### config.mk
export PLATFORM = sky130hd
export DESIGN_NAME = multicycle_ctrl_flat
export DESIGN_NICKNAME = d
export VERILOG_FILES = /design/src/rtl/multicycle_ctrl_pkg.sv /design/src/rtl/multicycle_ctrl_if.sv /design/src/rtl/multicycle_ctrl_alu_decoder.sv /design/src/rtl/multicycle_ctrl.sv /design/src/flat_wrapper.sv
export SDC_FILE = /design/constraint.sdc
export NUM_CORES = 1
export LEC_CHECK = 0
export BUFFER_PORTS_ARGS = -buffer_cell sky130_fd_sc_hd__clkbuf_2
export CAP_MARGIN = 20
export CORE_UTILIZATION = 40
export CTS_BUF_LIST = sky130_fd_sc_hd__clkbuf_8
export CTS_CLUSTER_DIAMETER = 80
export DETAILED_ROUTE_END_ITERATION = 10
export SYNTH_ARGS = -nofsm -noshare
export SYNTH_HDL_FRONTEND = slang
export SYNTH_SLANG_ARGS = --single-unit
### constraint.sdc
create_clock -name clk -period 2.4 [get_ports clk]
set_input_delay 0.24 -clock clk [delete_from_list [all_inputs] [get_ports clk]]
set_output_delay 0.24 -clock clk [all_outputs]
set_load 0.01 [all_outputs]
### src/rtl/multicycle_ctrl_pkg.sv
// multicycle_ctrl_pkg: shared types, opcode/ALU constants and instruction classifier for multicycle_ctrl
package multicycle_ctrl_pkg;

    typedef enum logic [2:0] {
        S_IDLE, S_FETCH, S_DECODE, S_EXEC, S_MEM, S_WB, S_TRAP
    } state_t;

    typedef enum logic [2:0] {
        CL_R, CL_I, CL_LOAD, CL_STORE, CL_BAD
    } iclass_t;

    localparam logic [6:0] OP_R     = 7'b0110011;
    localparam logic [6:0] OP_I     = 7'b0010011;
    localparam logic [6:0] OP_LOAD  = 7'b0000011;
    localparam logic [6:0] OP_STORE = 7'b0100011;
    localparam logic [2:0] F3_WORD  = 3'b010;

    localparam logic [3:0] ALU_AND = 4'b0000;
    localparam logic [3:0] ALU_OR  = 4'b0001;
    localparam logic [3:0] ALU_ADD = 4'b0010;
    localparam logic [3:0] ALU_XOR = 4'b0011;
    localparam logic [3:0] ALU_SLL = 4'b0100;
    localparam logic [3:0] ALU_SRL = 4'b0101;
    localparam logic [3:0] ALU_SUB = 4'b0110;
    localparam logic [3:0] ALU_SLT = 4'b0111;
    localparam logic [3:0] ALU_SRA = 4'b1000;

    // Only word-sized loads/stores are supported; other widths fall into CL_BAD.
    function automatic iclass_t classify(input logic [6:0] op, input logic [2:0] f3);
        return op == OP_R ? CL_R :
               op == OP_I ? CL_I :
               (op == OP_LOAD  && f3 == F3_WORD) ? CL_LOAD :
               (op == OP_STORE && f3 == F3_WORD) ? CL_STORE : CL_BAD;
    endfunction

endpackage

### src/rtl/multicycle_ctrl_if.sv
// multicycle_ctrl_if: controller <-> datapath bundle
//   master (controller): in opcode/funct3/funct7/mem_ready, out ir_en/pc_en/reg_write/mem2reg/
//                        alu_src/mem_read/mem_write/alu_cc/illegal/mem_fault
//   slave  (datapath):   the mirror image
interface multicycle_ctrl_if #(
    parameter int ALU_CC_W = 4
);
    logic [6:0]          opcode;
    logic [2:0]          funct3;
    logic [6:0]          funct7;
    logic                mem_ready;
    logic                ir_en;
    logic                pc_en;
    logic                reg_write;
    logic                mem2reg;
    logic                alu_src;
    logic                mem_read;
    logic                mem_write;
    logic [ALU_CC_W-1:0] alu_cc;
    logic                illegal;
    logic                mem_fault;

    modport master (
        input  opcode, funct3, funct7, mem_ready,
        output ir_en, pc_en, reg_write, mem2reg, alu_src, mem_read, mem_write, alu_cc, illegal, mem_fault
    );

    modport slave (
        output opcode, funct3, funct7, mem_ready,
        input  ir_en, pc_en, reg_write, mem2reg, alu_src, mem_read, mem_write, alu_cc, illegal, mem_fault
    );
endinterface

### src/rtl/multicycle_ctrl_alu_decoder.sv
// multicycle_ctrl_alu_decoder: {class, funct3, funct7} -> {alu_cc, illegal_op}, purely combinational
//   cls: instruction class, funct3/funct7: instruction fields
//   alu_cc: ALU operation, illegal_op: encoding not supported
import multicycle_ctrl_pkg::*;

module multicycle_ctrl_alu_decoder #(
    parameter int ALU_CC_W = 4
) (
    input  iclass_t             cls,
    input  logic [2:0]          funct3,
    input  logic [6:0]          funct7,
    output logic [ALU_CC_W-1:0] alu_cc,
    output logic                illegal_op
);
    logic       f7_zero;
    logic       f7_alt;
    logic       is_alu;
    logic [3:0] cc;

    always_comb begin
        f7_zero    = funct7 == 7'b0000000;
        f7_alt     = funct7 == 7'b0100000;
        is_alu     = cls == CL_R || cls == CL_I;
        cc         = ALU_ADD;
        illegal_op = cls == CL_BAD;
        if (is_alu) begin
            case (funct3)
                3'b000:  cc = (cls == CL_R && f7_alt) ? ALU_SUB : ALU_ADD;
                3'b001:  cc = ALU_SLL;
                3'b010:  cc = ALU_SLT;
                3'b100:  cc = ALU_XOR;
                3'b101:  cc = funct7[5] ? ALU_SRA : ALU_SRL;
                3'b110:  cc = ALU_OR;
                3'b111:  cc = ALU_AND;
                default: cc = ALU_ADD;
            endcase
            // The alternate funct7 is only meaningful for SUB/SRA; I-type immediates
            // only carry a funct7 field on the shift encodings.
            illegal_op = funct3 == 3'b011 ||
                (cls == CL_R && !(f7_zero || (f7_alt && (funct3 == 3'b000 || funct3 == 3'b101)))) ||
                (cls == CL_I && (funct3 == 3'b001 || funct3 == 3'b101) &&
                 !(f7_zero || (f7_alt && funct3 == 3'b101)));
        end
    end

    assign alu_cc = ALU_CC_W'(cc);
endmodule

### src/rtl/multicycle_ctrl.sv
// multicycle_ctrl: FETCH/DECODE/EXEC/MEM/WB sequencer for the RV32 datapath with variable-latency memory
//   clk:   rising-edge clock
//   reset: asynchronous active-low reset
//   bus:   multicycle_ctrl_if.master (instruction fields and mem_ready in, datapath strobes/flags out)
// Optional: define MULTICYCLE_CTRL_MEM_TIMEOUT_EN to trap after MEM_TIMEOUT MEM cycles without mem_ready.
import multicycle_ctrl_pkg::*;

module multicycle_ctrl #(
    parameter int ALU_CC_W    = 4,
    parameter int MEM_TIMEOUT = 16
) (
    input logic               clk,
    input logic               reset,
    multicycle_ctrl_if.master bus
);
    state_t              state;
    state_t              state_nx;
    logic [6:0]          op_q;
    logic [2:0]          f3_q;
    logic [6:0]          f7_q;
    logic [6:0]          op_s;
    logic [2:0]          f3_s;
    logic [6:0]          f7_s;
    iclass_t             cls;
    logic [ALU_CC_W-1:0] dec_cc;
    logic                dec_bad;
    logic                illegal_q;
    logic                timeout;

    if (MEM_TIMEOUT < 1) begin : g_bad_cfg
        $error("MEM_TIMEOUT must be at least 1");
    end

    // DECODE sees the live instruction register; later phases use the copy captured there.
    assign op_s = state == S_DECODE ? bus.opcode : op_q;
    assign f3_s = state == S_DECODE ? bus.funct3 : f3_q;
    assign f7_s = state == S_DECODE ? bus.funct7 : f7_q;
    assign cls  = classify(op_s, f3_s);

    multicycle_ctrl_alu_decoder #(.ALU_CC_W(ALU_CC_W)) u_alu_decoder (
        .cls        (cls),
        .funct3     (f3_s),
        .funct7     (f7_s),
        .alu_cc     (dec_cc),
        .illegal_op (dec_bad)
    );

    always_ff @(posedge clk or negedge reset) begin
        if (!reset) state <= S_IDLE;
        else        state <= state_nx;
    end

    always_ff @(posedge clk or negedge reset) begin
        if (!reset) begin
            op_q      <= '0;
            f3_q      <= '0;
            f7_q      <= '0;
            illegal_q <= 1'b0;
        end else begin
            if (state == S_DECODE) begin
                op_q <= bus.opcode;
                f3_q <= bus.funct3;
                f7_q <= bus.funct7;
            end
            illegal_q <= illegal_q | (state == S_DECODE && dec_bad);
        end
    end

`ifdef MULTICYCLE_CTRL_MEM_TIMEOUT_EN
    localparam int CNT_W = $clog2(MEM_TIMEOUT + 1);
    logic [CNT_W-1:0] mem_cnt;
    logic             fault_q;

    // mem_cnt holds (MEM cycle index - 1); it is zero on the entry cycle.
    assign timeout = state == S_MEM && !bus.mem_ready && mem_cnt == CNT_W'(MEM_TIMEOUT - 1);

    always_ff @(posedge clk or negedge reset) begin
        if (!reset) begin
            mem_cnt <= '0;
            fault_q <= 1'b0;
        end else begin
            mem_cnt <= state == S_MEM ? mem_cnt + 1'b1 : '0;
            fault_q <= fault_q | timeout;
        end
    end

    assign bus.mem_fault = fault_q;
`else
    assign timeout       = 1'b0;
    assign bus.mem_fault = 1'b0;
`endif

    always_comb begin
        state_nx = state;
        case (state)
            S_IDLE:   state_nx = S_FETCH;
            S_FETCH:  state_nx = S_DECODE;
            S_DECODE: state_nx = dec_bad ? S_TRAP : S_EXEC;
            S_EXEC:   state_nx = (cls == CL_LOAD || cls == CL_STORE) ? S_MEM : S_WB;
            S_MEM:    state_nx = bus.mem_ready ? (cls == CL_LOAD ? S_WB : S_FETCH) :
                                 timeout ? S_TRAP : S_MEM;
            S_WB:     state_nx = S_FETCH;
            S_TRAP:   state_nx = S_TRAP;
            default:  state_nx = S_IDLE;
        endcase
    end

    always_comb begin
        bus.ir_en     = 1'b0;
        bus.pc_en     = 1'b0;
        bus.reg_write = 1'b0;
        bus.mem2reg   = 1'b0;
        bus.alu_src   = 1'b0;
        bus.mem_read  = 1'b0;
        bus.mem_write = 1'b0;
        bus.alu_cc    = '0;
        case (state)
            S_FETCH: bus.ir_en = 1'b1;
            S_EXEC: begin
                bus.alu_src = cls != CL_R;
                bus.alu_cc  = dec_cc;
            end
            S_MEM: begin
                bus.alu_src   = 1'b1;
                bus.alu_cc    = ALU_CC_W'(ALU_ADD);
                bus.mem_read  = cls == CL_LOAD;
                bus.mem_write = cls == CL_STORE;
                bus.pc_en     = cls == CL_STORE && bus.mem_ready;
            end
            S_WB: begin
                bus.reg_write = 1'b1;
                bus.mem2reg   = cls == CL_LOAD;
                bus.alu_src   = cls != CL_R;
                bus.alu_cc    = dec_cc;
                bus.pc_en     = 1'b1;
            end
            default: ;
        endcase
    end

    assign bus.illegal = illegal_q;
endmodule

### src/flat_wrapper.sv
// flat-port wrapper written by rule: the top's interface ports become plain ports
module multicycle_ctrl_flat 
#(
    parameter int ALU_CC_W    = 4,
    parameter int MEM_TIMEOUT = 16
)
  (clk, reset, bus_opcode, bus_funct3, bus_funct7, bus_mem_ready, bus_ir_en, bus_pc_en, bus_reg_write, bus_mem2reg, bus_alu_src, bus_mem_read, bus_mem_write, bus_alu_cc, bus_illegal, bus_mem_fault);
  multicycle_ctrl_if #(.ALU_CC_W(ALU_CC_W)) bus_i ();
  input logic clk;
  input logic reset;
  input wire logic [$bits(bus_i.opcode)-1:0] bus_opcode;
  input wire logic [$bits(bus_i.funct3)-1:0] bus_funct3;
  input wire logic [$bits(bus_i.funct7)-1:0] bus_funct7;
  input wire logic [$bits(bus_i.mem_ready)-1:0] bus_mem_ready;
  output wire logic [$bits(bus_i.ir_en)-1:0] bus_ir_en;
  output wire logic [$bits(bus_i.pc_en)-1:0] bus_pc_en;
  output wire logic [$bits(bus_i.reg_write)-1:0] bus_reg_write;
  output wire logic [$bits(bus_i.mem2reg)-1:0] bus_mem2reg;
  output wire logic [$bits(bus_i.alu_src)-1:0] bus_alu_src;
  output wire logic [$bits(bus_i.mem_read)-1:0] bus_mem_read;
  output wire logic [$bits(bus_i.mem_write)-1:0] bus_mem_write;
  output wire logic [$bits(bus_i.alu_cc)-1:0] bus_alu_cc;
  output wire logic [$bits(bus_i.illegal)-1:0] bus_illegal;
  output wire logic [$bits(bus_i.mem_fault)-1:0] bus_mem_fault;
  assign bus_i.opcode = bus_opcode;
  assign bus_i.funct3 = bus_funct3;
  assign bus_i.funct7 = bus_funct7;
  assign bus_i.mem_ready = bus_mem_ready;
  assign bus_ir_en = bus_i.ir_en;
  assign bus_pc_en = bus_i.pc_en;
  assign bus_reg_write = bus_i.reg_write;
  assign bus_mem2reg = bus_i.mem2reg;
  assign bus_alu_src = bus_i.alu_src;
  assign bus_mem_read = bus_i.mem_read;
  assign bus_mem_write = bus_i.mem_write;
  assign bus_alu_cc = bus_i.alu_cc;
  assign bus_illegal = bus_i.illegal;
  assign bus_mem_fault = bus_i.mem_fault;
  multicycle_ctrl #(.ALU_CC_W(ALU_CC_W), .MEM_TIMEOUT(MEM_TIMEOUT)) u_core (.clk(clk), .reset(reset), .bus(bus_i));
endmodule
# Word-level counts from Yosys, hierarchy flattened
# Index checks and enable logic that the tools add are counted.
# classes
n_addsub	0
n_mul	0
n_div	0
magnitude_cmp	0
eq_ne	22
n_shift	0
muxes	25
bitwise_logic	1
reduce_logical	27
# ops
cell	n
one-hot mux 4 bit (7 select lines)	1
two-way mux 3 bit	9
equality test 3 bit (second input constant)	8
equality test 7 x 6 -> 1 bit (second input constant)	3
equality test 3 x 2 -> 1 bit (second input constant)	6
one-hot mux 3 bit (6 select lines)	1
two-way mux 7 bit	2
logical AND 1 bit	10
equality test 3 x 1 -> 1 bit (second input constant)	3
logical NOT 3 bit	3
logical OR 1 bit	8
two-way mux 4 bit	2
one-hot mux 4 bit (2 select lines)	1
equality test 7 x 2 -> 1 bit (second input constant)	1
equality test 7 x 5 -> 1 bit (second input constant)	1
logical NOT 7 bit	1
two-way mux 1 bit	7
one-hot mux 1 bit (2 select lines)	2
OR reduction 2 bit	2
nonzero test 3 bit	1
logical NOT 1 bit	2
bitwise OR 1 bit	1
# totals
regBits	21
latch_bits	0
mem_bits_rw	0
rom_bits	0
in_bits	20
out_inout_bits	13
word_cells	80
mem_count	0

# Depth between registers and ports, before layout
# depth
word_depth	15
ltp_mapped	8
depth_no_buf	7

# By module
# From an unflattened synthesis, not the netlist that was laid out.
# hier_totals
cells_unflattened	165
hier_area_um2	1366.3
# modules_own_cells
mod	instances	cells_per_inst	area_per_inst_um2	seq_area_each_um2
multicycle_ctrl	1	144	1219.9	525.5
multicycle_ctrl_alu_decoder	1	21	146.4	0.0

# Worst setup path before layout
# OpenSTA, ideal clock, no wires.
# synth_timing
path_type	reg-to-output
start	register u_core.op_q[6]
end	output port bus_pc_en
t_arrival_ns	1.831
required_time_ns	2.160
setup_slack_ns	0.329
path_stages_with_launch	6
path_buffers	0
path_cell_list	dfrtp_1 or4_4 o32a_1 nor4_2 nand2_1 nand2_1
# synth_between
elab_chain_cells	10
elab_cells_between_ends	14
cone_classes	5 x eq/ne; 6 x mux; 3 x reduce/logical
# synth_rtl
element	line_no	text
start: declaration	multicycle_ctrl.sv:18	logic [6:0] op_q;
start signal: assignment	multicycle_ctrl.sv:61	op_q <= bus.opcode;
two-way mux 7 bit (*)	-	
equality test 7 x 6 -> 1 bit	multicycle_ctrl_pkg.sv:33	(op == OP_STORE && f3 == F3_WORD) ? CL_STORE : CL_BAD;
logical AND 1 bit	multicycle_ctrl_pkg.sv:33	
two-way mux 3 bit	multicycle_ctrl_pkg.sv:33	
two-way mux 3 bit	multicycle_ctrl_pkg.sv:32	(op == OP_LOAD && f3 == F3_WORD) ? CL_LOAD :
two-way mux 3 bit	multicycle_ctrl_pkg.sv:31	op == OP_I ? CL_I :
two-way mux 3 bit (*)	multicycle_ctrl_pkg.sv:30	return op == OP_R ? CL_R :
equality test 3 x 2 -> 1 bit (*)	multicycle_ctrl.sv:128	bus.pc_en = cls == CL_STORE && bus.mem_ready;
logical AND 1 bit (*)	multicycle_ctrl.sv:128	
one-hot mux 1 bit (2 select lines) (*)	multicycle_ctrl.sv:117	case (state)
end: declaration	flat_wrapper.sv:16	output wire logic [$bits(bus_i.pc_en)-1:0] bus_pc_en;
# Every way passes the cells marked *; elsewhere a longest branch is shown, timed or not.

# Final worst setup path
# layout_timing
start	register u_core.state[0]
end	output port bus_alu_cc[2]
# layout_between
elab_chain_cells	14
elab_cells_between_ends	35
cone_classes	16 x eq/ne; 12 x mux; 7 x reduce/logical
# layout_rtl
element	line_no	text
start: declaration	multicycle_ctrl.sv:16	state_t state;
start signal: assignment	multicycle_ctrl.sv:50	else state <= state_nx;
equality test 3 x 2 -> 1 bit	multicycle_ctrl.sv:35, multicycle_ctrl.sv:36, multicycle_ctrl.sv:37	
two-way mux 7 bit or two-way mux 3 bit (tied branches)	-	
equality test 7 x 6 -> 1 bit or equality test 3 x 2 -> 1 bit (tied branches)	multicycle_ctrl_pkg.sv:33, multicycle_ctrl_pkg.sv:32, multicycle_ctrl_alu_decoder.sv:27	
logical AND 1 bit	multicycle_ctrl_pkg.sv:33	
two-way mux 3 bit	multicycle_ctrl_pkg.sv:33	
two-way mux 3 bit	multicycle_ctrl_pkg.sv:32	
two-way mux 3 bit	multicycle_ctrl_pkg.sv:31	
two-way mux 3 bit	multicycle_ctrl_pkg.sv:30	
logical NOT 3 bit	multicycle_ctrl_alu_decoder.sv:23, multicycle_ctrl_alu_decoder.sv:28	
logical AND 1 bit	multicycle_ctrl_alu_decoder.sv:28	3'b000: cc = (cls == CL_R && f7_alt) ? ALU_SUB : ALU_ADD;
two-way mux 3 bit	multicycle_ctrl_alu_decoder.sv:28	
one-hot mux 4 bit (7 select lines)	multicycle_ctrl_alu_decoder.sv:27	case (funct3)
two-way mux 4 bit	multicycle_ctrl_alu_decoder.sv:26	if (is_alu) begin
one-hot mux 4 bit (2 select lines) (*)	multicycle_ctrl.sv:117	
end: declaration	flat_wrapper.sv:22	output wire logic [$bits(bus_i.alu_cc)-1:0] bus_alu_cc;
# Marks and branches as above.

==> results_dict.tcl <==
set metrics [dict create \
    crit_path_start_kind "flop" \
    rows 20 \
    grt_first_pass_wirelength_um 5110 \
    clockBufferDepth 2 \
    drtPass1Iterations 4 \
    cts_tree "done" \
    synth_cells 160 \
    dp_hpwl_um 2410 \
    clkLatencyLatePin_ns 0.26 \
    synth_area_um2 1310 \
    antenna_found_initial 0 \
    syn_avg_cell_area_um2 8.20 \
    worstPathRequired_ns 2.16 \
    numCtsBuffers 3 \
    min_path_type "in2reg" \
    core_um2 3080 \
    wl_per_cell_um 13.0 \
    synthXorXnorAreaFrac 0.00668 \
    tns_ns 0 \
    finalCriticalPeriod_ns 2.32 \
    synth_compound_area_frac 0.158 \
    yosys-mux-area-fraction 0.0382 \
    htreeDepth 1 \
    p_per_area_nw_per_um2 1160 \
    fin_util 0.531 \
    fin_crit_sh 0.967 \
    ir_worst_vdd_mv 0.648 \
    critPathMostFrequentCell "o211ai_1" \
    arrival_ns 2.08 \
    seq_area_frac_synth 0.401 \
    timing.hold.ws_ns 0.184 \
    port_buffers 31 \
    via_per_inst 5.25 \
    relSlewSlack 0.652 \
    overflow 0 \
    setup_viol 0 \
    skew_ns 0.00829 \
    grt_usage 0.196 \
    pre_cts_slack_ns 0.208 \
    ys_top_cells_by_area "dfrtp_1 40%, nand2_1 14%, mux2i_1 3.8%" \
    worst_pin_slew_ns 0.522 \
    ys.flop_type "dfrtp_1" \
    hold_violations 0 \
    drive_gt1_frac 0.274 \
    path_cells "nor3b_4 > buf_4 > mux2i_2 > o211ai_1 > o211ai_1 > and3b_1 > clkbuf_2" \
    yosys.area_share.simple 0.342 \
    grt_setup_unrepaired "true" \
    io_pins 33 \
    grt_pass1_vias 1163 \
    wirelength_um 3130 \
    ys.warnings.count 0 \
    synthToLayoutAreaGrowth_pct 24.6 \
    final_nets 218 \
    ys_async_sr_fraction 1.00 \
    die_width_um 59.3 \
    p_leak_nw 0.825 \
    path_max_fanout 6 \
    cts.clk_slew.worst_paths_ns 0.07 \
    synth_nets 180 \
    critical_path_class "reg2out" \
    worst_path_dominant_cell_family "simple AND/OR/NAND/NOR gates" \
    start_util 0.426 \
    place.gp.congestion 0.831 \
    die_y_um 59.3 \
    yosys.cell_count.top_type "nand2_1" \
    ant_nets 0 \
    drv_cap 0 \
    synth-seq-cells 21 \
    end_kind "primary output" \
    path_buf_inv 2 \
    grt_max_degree 22 \
    yosys.area.top_type "dfrtp_1" \
    netlist-cell-type-count 42 \
    clkSinkCount 21 \
    synth_fa_ha_area_frac 0 \
    synth_common_cells "49 x nand2_1, 21 x dfrtp_1, 8 x inv_1" \
    diodes 0 \
    dr_total_vias 1265 \
    setup_slack_ns 0.0793 \
    drc 0 \
    synth-edff-count 0 \
    status "finished, final reports clean" \
    synth_top_family_by_area "simple AND/OR/NAND/NOR gates" \
    cts-root-buf "clkbuf_8" \
    critPathSlowestCell "dfrtp_1" \
    cpPeakStageDelay_ns 0.42 \
    drv_slew 0 \
    die_area_um2 3510 \
    timing.fmax_mhz 431 \
    drt_iter0_drc 52 \
    synth_top_area_frac 0.401 \
]
## tightest hold or removal path, delay by kind of cell
family | cells | cell delay [ns]
and+or+nand+nor | 2 | 0.08
buffers and inverters | 1 | 0.09
## kinds of logic (layout without fill, tap and decap cells)
group,Yosys count,in the layout
and+or+nand+nor,87,87
AOI/OAI and AO/OA,29,29
DFF,21,21
buffers and inverters,16,53
muxes,5,5
other,1,1
xor gates and xnor gates,1,1
## state kept, by name, indices dropped and copies added, names as in the netlist
name and count:
u_core.bus.illegal 1, u_core.f3_q 3, u_core.f7_q 7, u_core.op_q 7, u_core.state 3
## cell type report
| type | count | area (um2) |
|---|---|---|
| clock inverters | 1 | 5.00 |
| well taps | 44 | 55.1 |
| multi-input cells | 123 | 744 |
| flip-flops and latches | 21 | 526 |
| inverters | 8 | 30.0 |
| repair buffers | 41 | 233 |
| clock buffers | 3 | 41.3 |
| fillers | 298 | 1440 |
## repair_timing
action,4_1_cts,5_1_grt
endpoints found under the setup margin,1,4
setup buffers,0,1
endpoints found under the hold margin,21,0
resized for setup,1,4
gates cloned,0,0
hold buffers,1,0
pin swaps,0,4
## cells in the final DEF (no fill, tap or decap), drive strengths merged, types with 2 or more instances in the layout
| cell type | Yosys | final |
|---|---|---|
| a211oi | 2 | 2 |
| a21oi | 5 | 5 |
| a31oi | 2 | 2 |
| and3b | 2 | 2 |
| buf | 5 | 9 |
| clkbuf | 3 | 34 |
| dfrtp | 21 | 21 |
| inv | 8 | 8 |
| mux2i | 5 | 5 |
| nand2 | 49 | 49 |
| nand2b | 6 | 6 |
| nand3 | 2 | 2 |
| nand3b | 4 | 4 |
| nand4b | 2 | 2 |
| nor2 | 7 | 7 |
| nor3 | 5 | 5 |
| nor3b | 2 | 2 |
| nor4 | 3 | 3 |
| o2111ai | 3 | 3 |
| o211ai | 2 | 2 |
| o21ai | 6 | 6 |
| o21bai | 2 | 2 |
| or4 | 3 | 3 |
## layer usage
metal  global-route usage  share of wire
met1                0.245           0.45
met2                0.342           0.50
met3               0.0349          0.043
met4               0.0578         0.0067
met5                    0              0
## per-stage QoR
step | cell area (um2) | std cells | power, mW
finish | 1630 | 241 | 1.90
global route | 1630 | 241 | 2.06
CTS | 1600 | 240 | 1.86
detailed placement | 1540 | 235 | 1.62
global placement | 1540 | 235 | 1.59
floorplan | 1310 | 160 | 1.32
## where the power goes
| group | total [mW] | leakage [nW] | internal, mW | switching (mW) |
|---|---|---|---|---|
| logic | 0.998 | 0.547 | 0.435 | 0.563 |
| clock network | 0.236 | 0.0255 | 0.116 | 0.120 |
| registers | 0.666 | 0.252 | 0.525 | 0.141 |
## final timing paths
kind / start / to / slack (ns) / cells after the start
max: u_core.state[0] / bus_alu_cc[2] / 0.08 / 7
min: bus_opcode[6] / u_core.op_q[6] / 0.18 / 3
max reg2reg: u_core.op_q[6] / u_core.state[2] / 0.45 / 5
min reg2reg: u_core.op_q[0] / u_core.op_q[0] / 0.48 / 2
max in group asynchronous: reset / u_core.op_q[4] / 1.57 / 2
min in group asynchronous: reset / u_core.f7_q[1] / 0.47 / 2
No activity file was read; power rests on OpenSTA's default activity.
